File: config.mk
export PLATFORM = sky130hd
export DESIGN_NAME = io_timer_bank_flat
export DESIGN_NICKNAME = d
export VERILOG_FILES = /design/src/rtl/io_timer_bank_if.sv /design/src/rtl/io_timer_bank.sv /design/src/flat_wrapper.sv
export SDC_FILE = /design/constraint.sdc
export NUM_CORES = 1
export LEC_CHECK = 0
export BUFFER_PORTS_ARGS = -buffer_cell sky130_fd_sc_hd__buf_2
export CAP_MARGIN = 0
export CELL_PAD_IN_SITES_DETAIL_PLACEMENT = 0
export CELL_PAD_IN_SITES_GLOBAL_PLACEMENT = 1
export CORE_AREA = 2 2 151 153
export CTS_CLUSTER_DIAMETER = 60
export DETAILED_ROUTE_END_ITERATION = 8
export DIE_AREA = 0 0 153 155
export PLACE_DENSITY = 0.9
export SLEW_MARGIN = 20
export SYNTH_ARGS = -nofsm -noshare
export SYNTH_HDL_FRONTEND = slang
export SYNTH_SLANG_ARGS = --single-unit
File: constraint.sdc
create_clock -name sys_clk_i -period 7.1 [get_ports sys_clk_i]
set_input_delay 1.42 -clock sys_clk_i [delete_from_list [all_inputs] [get_ports sys_clk_i]]
set_output_delay 1.42 -clock sys_clk_i [all_outputs]
set_load 0.005 [all_outputs]
File: src/rtl/io_timer_bank_if.sv
// J1 I/O bus bundle for the timer bank: strobes, address, data and select.
interface io_timer_bank_if;
   logic        io_rd;
   logic        io_wr;
   logic [15:0] io_addr;
   logic [15:0] io_wdata;
   logic [15:0] io_rdata;
   logic        io_sel;

   modport master (
      output io_rd, io_wr, io_addr, io_wdata,
      input  io_rdata, io_sel
   );

   modport slave (
      input  io_rd, io_wr, io_addr, io_wdata,
      output io_rdata, io_sel
   );
endinterface

File: src/rtl/io_timer_bank.sv
// Timing peripheral: prescaler, 32-bit tick clock with tear-free hi/lo read,
// and N_CH countdown channels with one-shot/auto-reload and sticky flags.
module io_timer_bank #(
   parameter logic [15:0] BASE_ADDR = 16'h6400,
   parameter int          CLK_DIV   = 68,
   parameter int          N_CH      = 4,
   parameter int          CNT_W     = 16
) (
   input  logic            sys_clk_i,
   input  logic            sys_rst_n_i,
   io_timer_bank_if.slave  io,
   output logic            tick_o,
   output logic [N_CH-1:0] expired_o
);
   localparam int PW = $clog2(CLK_DIV);
   localparam logic [PW-1:0] PRE_MAX = PW'(CLK_DIV - 1);

   logic [PW-1:0]    pre_q;
   logic             tick_q;
   logic [31:0]      clk_q;
   logic [15:0]      shadow_q;
   logic [CNT_W-1:0] count_q  [N_CH];
   logic [CNT_W-1:0] reload_q [N_CH];
   logic [1:0]       ctrl_q   [N_CH];
   logic [N_CH-1:0]  flag_q;

   logic [5:0]      off;
   logic [3:0]      ch_idx;
   logic            ch_hit;
   logic            sel_lo;
   logic            sel_hi;
   logic            sel_fl;
   logic            wr_clr;
   logic            wr_flags;
   logic            rd_lo;
   logic [N_CH-1:0] wr_cnt;
   logic [N_CH-1:0] wr_ctl;
   logic [N_CH-1:0] expire;
   logic [N_CH-1:0] w1c;

   // The window is 64-byte aligned, so the low address bits are the offset.
   assign off       = io.io_addr[5:0];
   assign io.io_sel = (io.io_addr[15:6] == BASE_ADDR[15:6]);
   assign ch_idx    = off[5:2] - 4'd4;
   assign ch_hit    = io.io_sel && (off[5:4] != 2'b00);
   assign sel_lo    = io.io_sel && (off[5:1] == 5'h00);
   assign sel_hi    = io.io_sel && (off[5:1] == 5'h01);
   assign sel_fl    = io.io_sel && (off[5:1] == 5'h03);
   assign wr_clr    = io.io_sel && io.io_wr &&
                      (off[5:1] == 5'h02) && io.io_wdata[0];
   assign wr_flags  = sel_fl && io.io_wr;
   assign rd_lo     = sel_lo && io.io_rd;
   assign w1c       = wr_flags ? io.io_wdata[N_CH-1:0] : '0;

   // A clock clear suppresses the tick in the very cycle it is written.
   assign tick_o    = tick_q && !wr_clr;
   assign expired_o = flag_q;

   always_comb begin
      wr_cnt = '0;
      wr_ctl = '0;
      expire = '0;
      for (int k = 0; k < N_CH; k++) begin
         wr_cnt[k] = ch_hit && io.io_wr &&
                     (ch_idx == 4'(k)) && !off[1];
         wr_ctl[k] = ch_hit && io.io_wr &&
                     (ch_idx == 4'(k)) && off[1];
         expire[k] = tick_o && ctrl_q[k][0] &&
                     (count_q[k] == CNT_W'(1)) && !wr_cnt[k];
      end
   end

   always_ff @(posedge sys_clk_i or negedge sys_rst_n_i) begin
      if (!sys_rst_n_i) begin
         pre_q  <= '0;
         tick_q <= 1'b0;
         clk_q  <= '0;
      end else if (wr_clr) begin
         pre_q  <= '0;
         tick_q <= 1'b0;
         clk_q  <= '0;
      end else begin
         tick_q <= (pre_q == PRE_MAX);
         pre_q  <= (pre_q == PRE_MAX) ? '0 : pre_q + PW'(1);
         if (tick_o)
            clk_q <= clk_q + 32'd1;
      end
   end

   always_ff @(posedge sys_clk_i or negedge sys_rst_n_i) begin
      if (!sys_rst_n_i)
         shadow_q <= '0;
      else if (rd_lo)
         shadow_q <= clk_q[31:16];
   end

   always_ff @(posedge sys_clk_i or negedge sys_rst_n_i) begin
      if (!sys_rst_n_i) begin
         flag_q <= '0;
         for (int k = 0; k < N_CH; k++) begin
            count_q[k]  <= '0;
            reload_q[k] <= '0;
            ctrl_q[k]   <= '0;
         end
      end else begin
         flag_q <= (flag_q & ~w1c) | expire;
         for (int k = 0; k < N_CH; k++) begin
            if (wr_cnt[k]) begin
               count_q[k]  <= io.io_wdata[CNT_W-1:0];
               reload_q[k] <= io.io_wdata[CNT_W-1:0];
            end else if (tick_o && ctrl_q[k][0]) begin
               if (count_q[k] > CNT_W'(1))
                  count_q[k] <= count_q[k] - CNT_W'(1);
               else if (count_q[k] == CNT_W'(1))
                  count_q[k] <= ctrl_q[k][1] ? reload_q[k] : '0;
            end
            if (wr_ctl[k])
               ctrl_q[k] <= io.io_wdata[1:0];
            else if (expire[k] && !ctrl_q[k][1])
               ctrl_q[k][0] <= 1'b0;
         end
      end
   end

   always_comb begin
      io.io_rdata = '0;
      unique case (1'b1)
         sel_lo: io.io_rdata = clk_q[15:0];
         sel_hi: io.io_rdata = shadow_q;
         sel_fl: io.io_rdata = 16'(flag_q);
         ch_hit: begin
            for (int k = 0; k < N_CH; k++) begin
               if (ch_idx == 4'(k))
                  io.io_rdata = off[1] ? {14'b0, ctrl_q[k]}
                                       : 16'(count_q[k]);
            end
         end
         default: io.io_rdata = '0;
      endcase
   end
endmodule
File: src/flat_wrapper.sv
// flat-port wrapper written by rule: the top's interface ports become plain ports
module io_timer_bank_flat 
#(
   parameter logic [15:0] BASE_ADDR = 16'h6400,
   parameter int          CLK_DIV   = 68,
   parameter int          N_CH      = 4,
   parameter int          CNT_W     = 16
)
  (sys_clk_i, sys_rst_n_i, tick_o, expired_o, io_io_rd, io_io_wr, io_io_addr, io_io_wdata, io_io_rdata, io_io_sel);
  io_timer_bank_if io_i ();
  input  logic sys_clk_i;
  input  logic sys_rst_n_i;
  output logic tick_o;
  output logic [N_CH-1:0] expired_o;
  input wire logic [$bits(io_i.io_rd)-1:0] io_io_rd;
  input wire logic [$bits(io_i.io_wr)-1:0] io_io_wr;
  input wire logic [$bits(io_i.io_addr)-1:0] io_io_addr;
  input wire logic [$bits(io_i.io_wdata)-1:0] io_io_wdata;
  output wire logic [$bits(io_i.io_rdata)-1:0] io_io_rdata;
  output wire logic [$bits(io_i.io_sel)-1:0] io_io_sel;
  assign io_i.io_rd = io_io_rd;
  assign io_i.io_wr = io_io_wr;
  assign io_i.io_addr = io_io_addr;
  assign io_i.io_wdata = io_io_wdata;
  assign io_io_rdata = io_i.io_rdata;
  assign io_io_sel = io_i.io_sel;
  io_timer_bank #(.BASE_ADDR(BASE_ADDR), .CLK_DIV(CLK_DIV), .N_CH(N_CH), .CNT_W(CNT_W)) u_core (.sys_clk_i(sys_clk_i), .sys_rst_n_i(sys_rst_n_i), .io(io_i), .tick_o(tick_o), .expired_o(expired_o));
endmodule
==> results of run 1 <==
==> per-layer routing <==
| metal | part of all wire, % | vias up | track usage, % | routed length (µm) |
|---|---|---|---|---|
| met2 | 44 | 387 | 40.7 | 13900 |
| met5 | 0 | - | 0 | 0 |
| met3 | 7.7 | 40 | 5.07 | 2440 |
| li1 | - | 4536 | - | - |
| met1 | 46 | 4683 | 39.8 | 14400 |
| met4 | 2.5 | 0 | 7.85 | 797 |
==> synth_stat cells, drive strengths merged (3+ instances only) <==
master,instances
a31oi,13
mux2i,24
clkbuf,45
inv,17
a221oi,3
a221o,13
a211oi,5
nand4,16
a22oi,30
xnor2,44
nand2,314
a21oi,58
o21ai,46
nor3,28
nor2,114
or4,5
o21bai,5
xor2,31
o31ai,13
o2111ai,4
buf,27
a311oi,9
nand3,37
o211ai,22
a21o,8
dfrtp,196
and3,16
and2,5
a211o,4
nor4,22
or3,5
nor2b,5
or2,5
ha,10
a32oi,4
a22o,9
mux2,17
nand4b,5
nand2b,6
==> layout by cell type, fill, tap and decap left out, types with 5 or more instances in the layout <==
| master | synthesis | final |
|---|---|---|
| sky130_fd_sc_hd__xnor2_1 | 44 | 44 |
| sky130_fd_sc_hd__xor2_1 | 31 | 31 |
| sky130_fd_sc_hd__nand4_1 | 15 | 15 |
| sky130_fd_sc_hd__o211ai_1 | 21 | 21 |
| sky130_fd_sc_hd__o21bai_1 | 5 | 5 |
| sky130_fd_sc_hd__buf_2 | 17 | 55 |
| sky130_fd_sc_hd__inv_1 | 16 | 16 |
| sky130_fd_sc_hd__nand2b_1 | 6 | 6 |
| sky130_fd_sc_hd__o31ai_1 | 13 | 13 |
| sky130_fd_sc_hd__nor3_2 | 6 | 7 |
| sky130_fd_sc_hd__nand2_1 | 312 | 312 |
| sky130_fd_sc_hd__a221o_1 | 13 | 13 |
| sky130_fd_sc_hd__nor2b_1 | 5 | 5 |
| sky130_fd_sc_hd__mux2_2 | 16 | 16 |
| sky130_fd_sc_hd__a21oi_1 | 58 | 58 |
| sky130_fd_sc_hd__nor2_1 | 111 | 111 |
| sky130_fd_sc_hd__a211oi_1 | 5 | 5 |
| sky130_fd_sc_hd__and3_1 | 16 | 16 |
| sky130_fd_sc_hd__or3_1 | 5 | 5 |
| sky130_fd_sc_hd__a31oi_1 | 12 | 12 |
| sky130_fd_sc_hd__buf_4 | 5 | 14 |
| sky130_fd_sc_hd__o21ai_0 | 38 | 38 |
| sky130_fd_sc_hd__dfrtp_1 | 196 | 196 |
| sky130_fd_sc_hd__ha_1 | 10 | 10 |
| sky130_fd_sc_hd__mux2i_1 | 24 | 24 |
| sky130_fd_sc_hd__a21o_1 | 8 | 8 |
| sky130_fd_sc_hd__nand3_1 | 37 | 37 |
| sky130_fd_sc_hd__a22o_1 | 9 | 9 |
| sky130_fd_sc_hd__nor3_1 | 22 | 21 |
| sky130_fd_sc_hd__or4_1 | 5 | 5 |
| sky130_fd_sc_hd__o21ai_1 | 8 | 8 |
| sky130_fd_sc_hd__nor4_1 | 14 | 14 |
| sky130_fd_sc_hd__a311oi_1 | 8 | 8 |
| sky130_fd_sc_hd__clkbuf_16 | 0 | 17 |
| sky130_fd_sc_hd__a22oi_1 | 30 | 30 |
==> worst paths after layout <==
| path | start | endpoint | cells after the start |
|---|---|---|---|
| max | io_io_addr[5] | io_io_rdata[10] | 7 |
| min | u_core.pre_q[0]$_DFF_PN0_ | u_core.pre_q[0]$_DFF_PN0_ | 1 |
| max reg2reg | u_core.count_q[21]$_DFFE_PN0P_ | u_core.count_q[21]$_DFFE_PN0P_ | 7 |
| min reg2reg | u_core.pre_q[0]$_DFF_PN0_ | u_core.pre_q[0]$_DFF_PN0_ | 1 |
| max in group asynchronous | sys_rst_n_i | u_core.count_q[13]$_DFFE_PN0P_ | 2 |
| min in group asynchronous | sys_rst_n_i | u_core.reload_q[19]$_DFFE_PN0P_ | 1 |
==> sequential cells by signal, summed over array words and instances (netlist names) <==
name and count:
u_core.clk_q 32, u_core.count_q 64, u_core.expired_o 4, u_core.ctrl_q 8, u_core.reload_q 64, u_core.shadow_q 16, u_core.tick_q 1, u_core.pre_q 7
==> layout make-up <==
cell class	instances	share of cell area (%)
Tap cell	285	2.93
Multi-Input combinational cell	983	48.0
Sequential cell	196	40.4
Clock inverter	14	1.28
Clock buffer	18	3.61
Inverter	17	0.546
Timing Repair Buffer	70	3.24
==> power by group through the flow <==
| stage | clock network [mW] | registers (mW) | logic (mW) |
|---|---|---|---|
| floorplan | 0 | 1.15 | 0.0295 |
| detailed placement | 0 | 1.16 | 0.0859 |
| global route | 1.03 | 1.13 | 0.0947 |
| CTS | 0.984 | 1.13 | 0.0859 |
| global placement | 0 | 1.16 | 0.0849 |
| finish | 0.973 | 1.13 | 0.0844 |
==> logic make-up after synthesis <==
logic type	count (synthesis)	synth area share [%]
AND/OR/NAND/NOR	591	24.7
AO/OA/AOI/OAI	266	16.7
flip-flops	196	44.1
buffers and inverters	89	3.60
XOR/XNOR	75	5.91
multiplexers	41	3.88
adder cells (fa/ha/maj)	10	1.12
==> metrics by stage <==
stage | setup WS [ns] | util [%] | hold slack [ns] | cell area (µm²)
2_1_floorplan | 2.75 | - | 0.425 | 11100
3_3_place_gp | 2.09 | 52.0 | 0.445 | 11600
3_5_place_dp | 2.07 | 52.0 | 0.463 | 11600
4_1_cts | 2.06 | 54.6 | 0.474 | 12100
5_1_grt | 1.86 | 54.7 | 0.497 | 12200
6_report | 1.98 | 54.7 | 0.471 | 12200
==> critical path: stages <==
cell and delay (ns):
sky130_fd_sc_hd__buf_2 0.17, sky130_fd_sc_hd__nand2b_1 0.18, sky130_fd_sc_hd__nor2_1 0.83, sky130_fd_sc_hd__a22oi_1 0.37, sky130_fd_sc_hd__a21oi_1 0.44, sky130_fd_sc_hd__a221o_1 0.17, sky130_fd_sc_hd__buf_2 0.11
==> summary by stage, run 1 <==
Die
Once the floorplan was initialized, standard cells occupied 50.0% of the core. The core area is 0.0222 mm². The count of boundary I/O pins is 58. The floorplan step set the die height to 155 µm. The floorplan row count is 55. In this run the horizontal extent of the chip is 153 µm.

The die covers 0.0237 mm².

Placement
The weighted congestion at the end of routability-driven global placement is 0.936. The estimated wirelength of the detail-placed design is 21,600 µm. In this run the tool buffered the top-level ports with 56 buffer cells. The number of placed cells counting well taps is 1,551.

Logic synthesis
After synthesis the cells add up to 0.0111 mm². Synthesis produced 1,268 cells. The share of synthesized registers carrying an async set or reset is 100%. After synthesis, the mean cell area works out to 8.77 µm². The number of synthesized register bits is 196. The number of flops mapped to enable cells by yosys is 0. The number of nets produced by synthesis is 1,314. Yosys attributes the largest share of cell area to sky130_fd_sc_hd__dfrtp_1 (44%), sky130_fd_sc_hd__nand2_1 (11%), sky130_fd_sc_hd__nor2_1 (3.7%), sky130_fd_sc_hd__xnor2_1 (3.5%), sky130_fd_sc_hd__a21oi_1 (2.6%). Counting distinct cell types in the post-synthesis netlist gives 79. The share of synthesized area in the top cell type comes to 44.1%. The register area share after synthesis is 44.1%. The top cell type by total area after synthesis is sky130_fd_sc_hd__dfrtp_1.

The most used flip-flop cell after synthesis is sky130_fd_sc_hd__dfrtp_1. The Yosys step of the flow raised 0 warnings.

CTS
TritonCTS built the clock tree. The number of buffers added by the clock tree synthesis step is 17. The clock slew at the register clock pins of the worst setup and hold paths is 0.08 ns.

The buffer levels on the longest clock path is 2. The number of hold buffers added after CTS was 0. The H-tree generated during clock tree synthesis spans 4 levels. The number of sinks on the clock net is 196. The insertion delay of the later-clocked pin in the worst-skew pair is 0.45 ns. The post-cts gate resize count is 0. CTS placed an instance of sky130_fd_sc_hd__clkbuf_16 at the clock tree root. Post-CTS timing repair inserted 0 buffers for setup.

Drt
After detailed routing, the total wire length is 31,600 µm. Across all layers, the routed design uses 9,646 vias. The routed length per instance is 20.0 µm. After detailed routing, the number of vias per cell comes to 6.09. In the routed design, unresolved DRC markers number 0. The count of nets left with antenna violations once routing finished came out at 0. The first-pass iteration count of the detailed router is 5. The initial detailed-routing violation count is 963.

Run status
The flow ran to the end, and the final reports show no timing, DRC or antenna violations.

GRT
Global routing consumed, over all layers together, 27.0% of the routing resources. The total overflow left after global routing is 0. Entering global routing, the biggest net connects 72 pins.

The number of antenna violations at the first check in global routing is 0. The via count of the first global-routing pass is 9,047. The wire length of the first global-routing pass is 50,600 µm.

Final layout
In the final layout, flip-flops and latches occupy 0.00490 mm². The number of antenna diodes in the final layout is 0. After the last flow step, the layout net total stands at 1,331. Cells with a size suffix above 1 make up 12.0% of the layout. The area growth from synthesis to layout is 9.26%. In the final layout, the multi-input gates occupy 0.00584 mm². For this run, the number of standard cells in the final layout without fillers is 1,583. The final-layout fill cell count is 2,059.

Worst setup path
The worst register-to-register path has a setup slack of 4.22 ns. The maximum fanout along the worst path is 16. The critical path in this run is classified as primary input to output port. At the worst endpoint, the arrival time is 3.70 ns. The worst setup path is launched from a primary input. STA classifies the critical path endpoint as an output port. The required time of the critical path is 5.68 ns.

Pwr
Combinational logic is responsible for 3.9% of the overall power. Power comes to 2.19 mW. The power dissipated by switching net loads is 562 µW. In this run the static leakage power is 5.78 nW. The switching share of power is 25.7%. The share of power burned in registers is 51.8%.

The clock network burns 44.4% of the power. The power per unit of standard cell area is 180 mW/mm². The largest voltage drop on the vdd net is 0.157 mV. The cell internal power dissipation is 1.63 mW.

Timing
The count of endpoints failing setup in the final report is 0. The hold violation total from the final report is 0. Between clock sinks in the finished design, the worst skew comes to 0.0132 ns. The transition time of the tightest slew-check pin is 1.10 ns. Headroom to the max-slew limit came out at 26.7%. The minimum clock period after layout is 5.12 ns.

The total negative slack for setup checks is 0 ns. After layout, the worst path uses 72.1% of the clock period. The final count of pins violating max slew is 0. The highest achievable clock rate is 195 MHz.

Setup repair after global routing left no endpoint under its margin.

Job
The number of maximum-capacitance constraint violations is 0.

Hold path
The path class of the tightest hold or removal check is flip-flop to flip-flop.
Note: power is estimated with default switching activity, not from simulation.
==> inputs of run 2 (changes only) <==
CORE_AREA = 2 2 164 166   (was 2 2 151 153)
DIE_AREA = 0 0 166 168   (was 0 0 153 155)
PLACE_DENSITY = 0.82   (was 0.9)
clock period = 4.2 ns   (was 7.1 ns; I/O delays follow)
==> run 2 against run 1 <==
  * Clock power grew 66%
  * Via count increased by 1.2%
  * Final cell count is 4.0% higher
  * Worst hold slack got worse by 0.072 ns
  * Die area up 18%
  * Critical path type unchanged
  * Critical endpoint unchanged
==> summary by stage, run 2 (synthesis gave the netlist of run 1 again) <==
Die
The die height is 168 µm. The initial utilization of the core area, before any placement, comes to 42.2%. The floorplan row count is 60. During I/O placement, the number of pins put on the boundary was 58. The core area is 0.0264 mm².

The overall die area is 0.0279 mm². The chip width is 166 µm.

CTS
TritonCTS created 17 clock buffers. For this design, the CTS-stage hold fixing added 0 buffers. After clock tree synthesis, the repair step resized 0 gates.

The maximum level of the CTS H-tree is 4. TritonCTS built the clock tree. The number of sinks on the clock net is 196. The clock passes through at most 2 buffers. Clock tree synthesis selected as its root buffer the cell sky130_fd_sc_hd__clkbuf_16. The clock slew at the register clock pins of the worst setup and hold paths is 0.08 ns. The post-CTS setup buffer count is 0. Clock latency on the worst-skew pair, taken at its later pin, is 0.45 ns.

Drt
The routed layout has 9,762 vias. The number of nets still failing antenna checks after routing is 0. In the routed layout, each cell is associated on average with a via count of 5.93. After detailed routing, the average wire length per cell comes to 20.6 µm.

For this run, the detailed router's first-pass iteration total came to 5. The first routing iteration left 1,150 violations. The number of design rule violations left after detail routing is 0.

After detailed routing, the total wire length is 33,900 µm.

Final layout
The final cell utilization of the core is 46.6%. The number of antenna diodes in the final layout is 0. The total area of sequential cells is 0.00490 mm². In the layout the commonest cells are sky130_fd_sc_hd__nand2_1 (312), sky130_fd_sc_hd__dfrtp_1 (196), sky130_fd_sc_hd__nor2_1 (111), sky130_fd_sc_hd__a21oi_1 (58), sky130_fd_sc_hd__buf_2 (55). The layout has 2,537 filler cells. The multi-input combinational cells in the finished layout cover a total of 0.00584 mm². Once layout is done, the placed cells without fillers occupy 0.0123 mm². The largest registers in the layout are u_core.count_q: 64 flops, u_core.reload_q: 64 flops, u_core.clk_q: 32 flops. The layout overhead on the synthesized area is 10.3%.

In the final layout, the share of cells above drive strength 1 is 12.5%. The net count of the finished layout is 1,338. Once layout is complete, the cells apart from fillers number 1,646. Leaving out fill and tap cells, the most frequent cell in the layout is sky130_fd_sc_hd__nand2_1.

GRT
The total overflow left after global routing is 0. Entering global routing, the biggest net connects 70 pins. The wire length of the first global-routing pass is 53,400 µm. Global routing consumed, over all layers together, 24.5% of the routing resources. The via count of the first global-routing pass was 9,170. The number of antenna violations at the first check in global routing is 0.

Timing
Setup violations remaining at the end of the flow were counted as 0. Based on the critical path, the design can be clocked at up to 281 MHz. Setup repair after global routing left no endpoint under its margin. Headroom to the max-slew limit came out at 30.8%. At the pin with the least slew margin, the transition time is 1.04 ns. Subtracting the final worst setup slack from the clock period gives 3.56 ns. The final worst-path setup slack is 0.635 ns. The total negative slack for setup checks is 0 ns.

The share of the cycle needed by the critical path after routing is 84.9%. The final count of pins violating max slew is 0. The worst-case clock skew is 0.0128 ns. The hold violation total from the final report was 0.

Placement
Routability-driven placement finished with a final weighted congestion of 0.901. Once placement completed, the tool counted placed cells totaling 1,614. The minimum setup slack after placement is 0.716 ns.

The placed instances occupy a cell area of 0.0117 mm². Once detailed placement completed, the half-perimeter wirelength came to 23,500 µm. The number of input and output port buffers inserted is 56.

Worst setup path
Data on the critical path arrives at its endpoint at 2.72 ns. The worst setup path is launched from a primary input. The family with the most delay on the worst path is simple AND/OR/NAND/NOR gates. The largest individual stage delay along the critical path comes from the cell sky130_fd_sc_hd__and3_1. In this design, the stage delay of the slowest critical-path cell is 0.58 ns.

The setup check on the worst reg-to-reg path leaves a slack of 1.51 ns. The maximum fanout along the worst path is 16. The critical path in this run is classified as primary input to output port. In this design, the critical path's most frequently occurring cell is sky130_fd_sc_hd__buf_2.

STA classifies the critical path endpoint as an output port. The required time of the critical path is 3.36 ns. Together, buffers and inverters on the worst path number 2. Walking the worst path, the cells encountered are buf_2 > nor2b_1 > and3_1 > a22oi_1 > a21oi_1 > a221o_1 > buf_2.

Pwr
The analysis attributes to cell leakage a power of 5.82 nW. IR analysis of the VDD net gives a maximum drop of 0.261 mV. The power per unit of standard cell area is 300 mW/mm².

Job
The number of maximum-capacitance constraint violations is 0.

Run status
The flow ran to the end, and the final reports show no timing, DRC or antenna violations.

Hold path
In this run the worst hold path is classified as primary input to async pin.
## run 2: worst paths after layout
path,start,depth (start not counted),end
worst min-delay path,sys_rst_n_i,1,u_core.pre_q[4]$_DFF_PN0_
worst max register to register,u_core.count_q[21]$_DFFE_PN0P_,7,u_core.count_q[21]$_DFFE_PN0P_
max in group asynchronous,sys_rst_n_i,2,u_core.reload_q[31]$_DFFE_PN0P_
worst max-delay path,io_io_addr[2],7,io_io_rdata[10]
min in group sys_clk_i,u_core.pre_q[0]$_DFF_PN0_,1,u_core.pre_q[0]$_DFF_PN0_
worst min register to register,u_core.pre_q[0]$_DFF_PN0_,1,u_core.pre_q[0]$_DFF_PN0_
## run 2: area by class of cell
cell class	count	share of cell area, %
multi-input cells	983	47.6
well taps	341	3.48
inverters	17	0.540
clock buffers	17	3.47
clock inverters	15	1.13
repair buffers	77	3.84
flip-flops and latches	196	40.0
## run 2: power breakdown
group | total (mW) | internal (mW) | switching, mW
sequential | 1.92 | 1.90 | 0.0162
combinational | 0.150 | 0.0403 | 0.110
clock | 1.62 | 0.789 | 0.832
total | 3.69 | 2.73 | 0.958
## run 2: metal layers
layer / global-route usage [%] / part of all wire (%)
met1: 35.0 / 45
met2: 38.8 / 46
met3: 3.78 / 7.1
met4: 7.11 / 2.2
met5: 0 / 0
## run 2: per-stage QoR
stage / hold slack, ns / total power, mW
2_1_floorplan: 0.425 / 2.00
3_3_place_gp: 0.438 / 2.10
3_5_place_dp: 0.453 / 2.11
4_1_cts: 0.421 / 3.73
5_1_grt: 0.432 / 3.81
6_report: 0.399 / 3.69
## run 2: worst reg2reg max path: stages (launching register included)
cell and delay [ns]:
sky130_fd_sc_hd__dfrtp_1 0.47, sky130_fd_sc_hd__nor4_4 0.46, sky130_fd_sc_hd__nand4_1 0.33, sky130_fd_sc_hd__nor4_4 0.48, sky130_fd_sc_hd__buf_4 0.36, sky130_fd_sc_hd__nor2_1 0.09
sky130_fd_sc_hd__a311oi_1 0.26, sky130_fd_sc_hd__o31ai_1 0.11
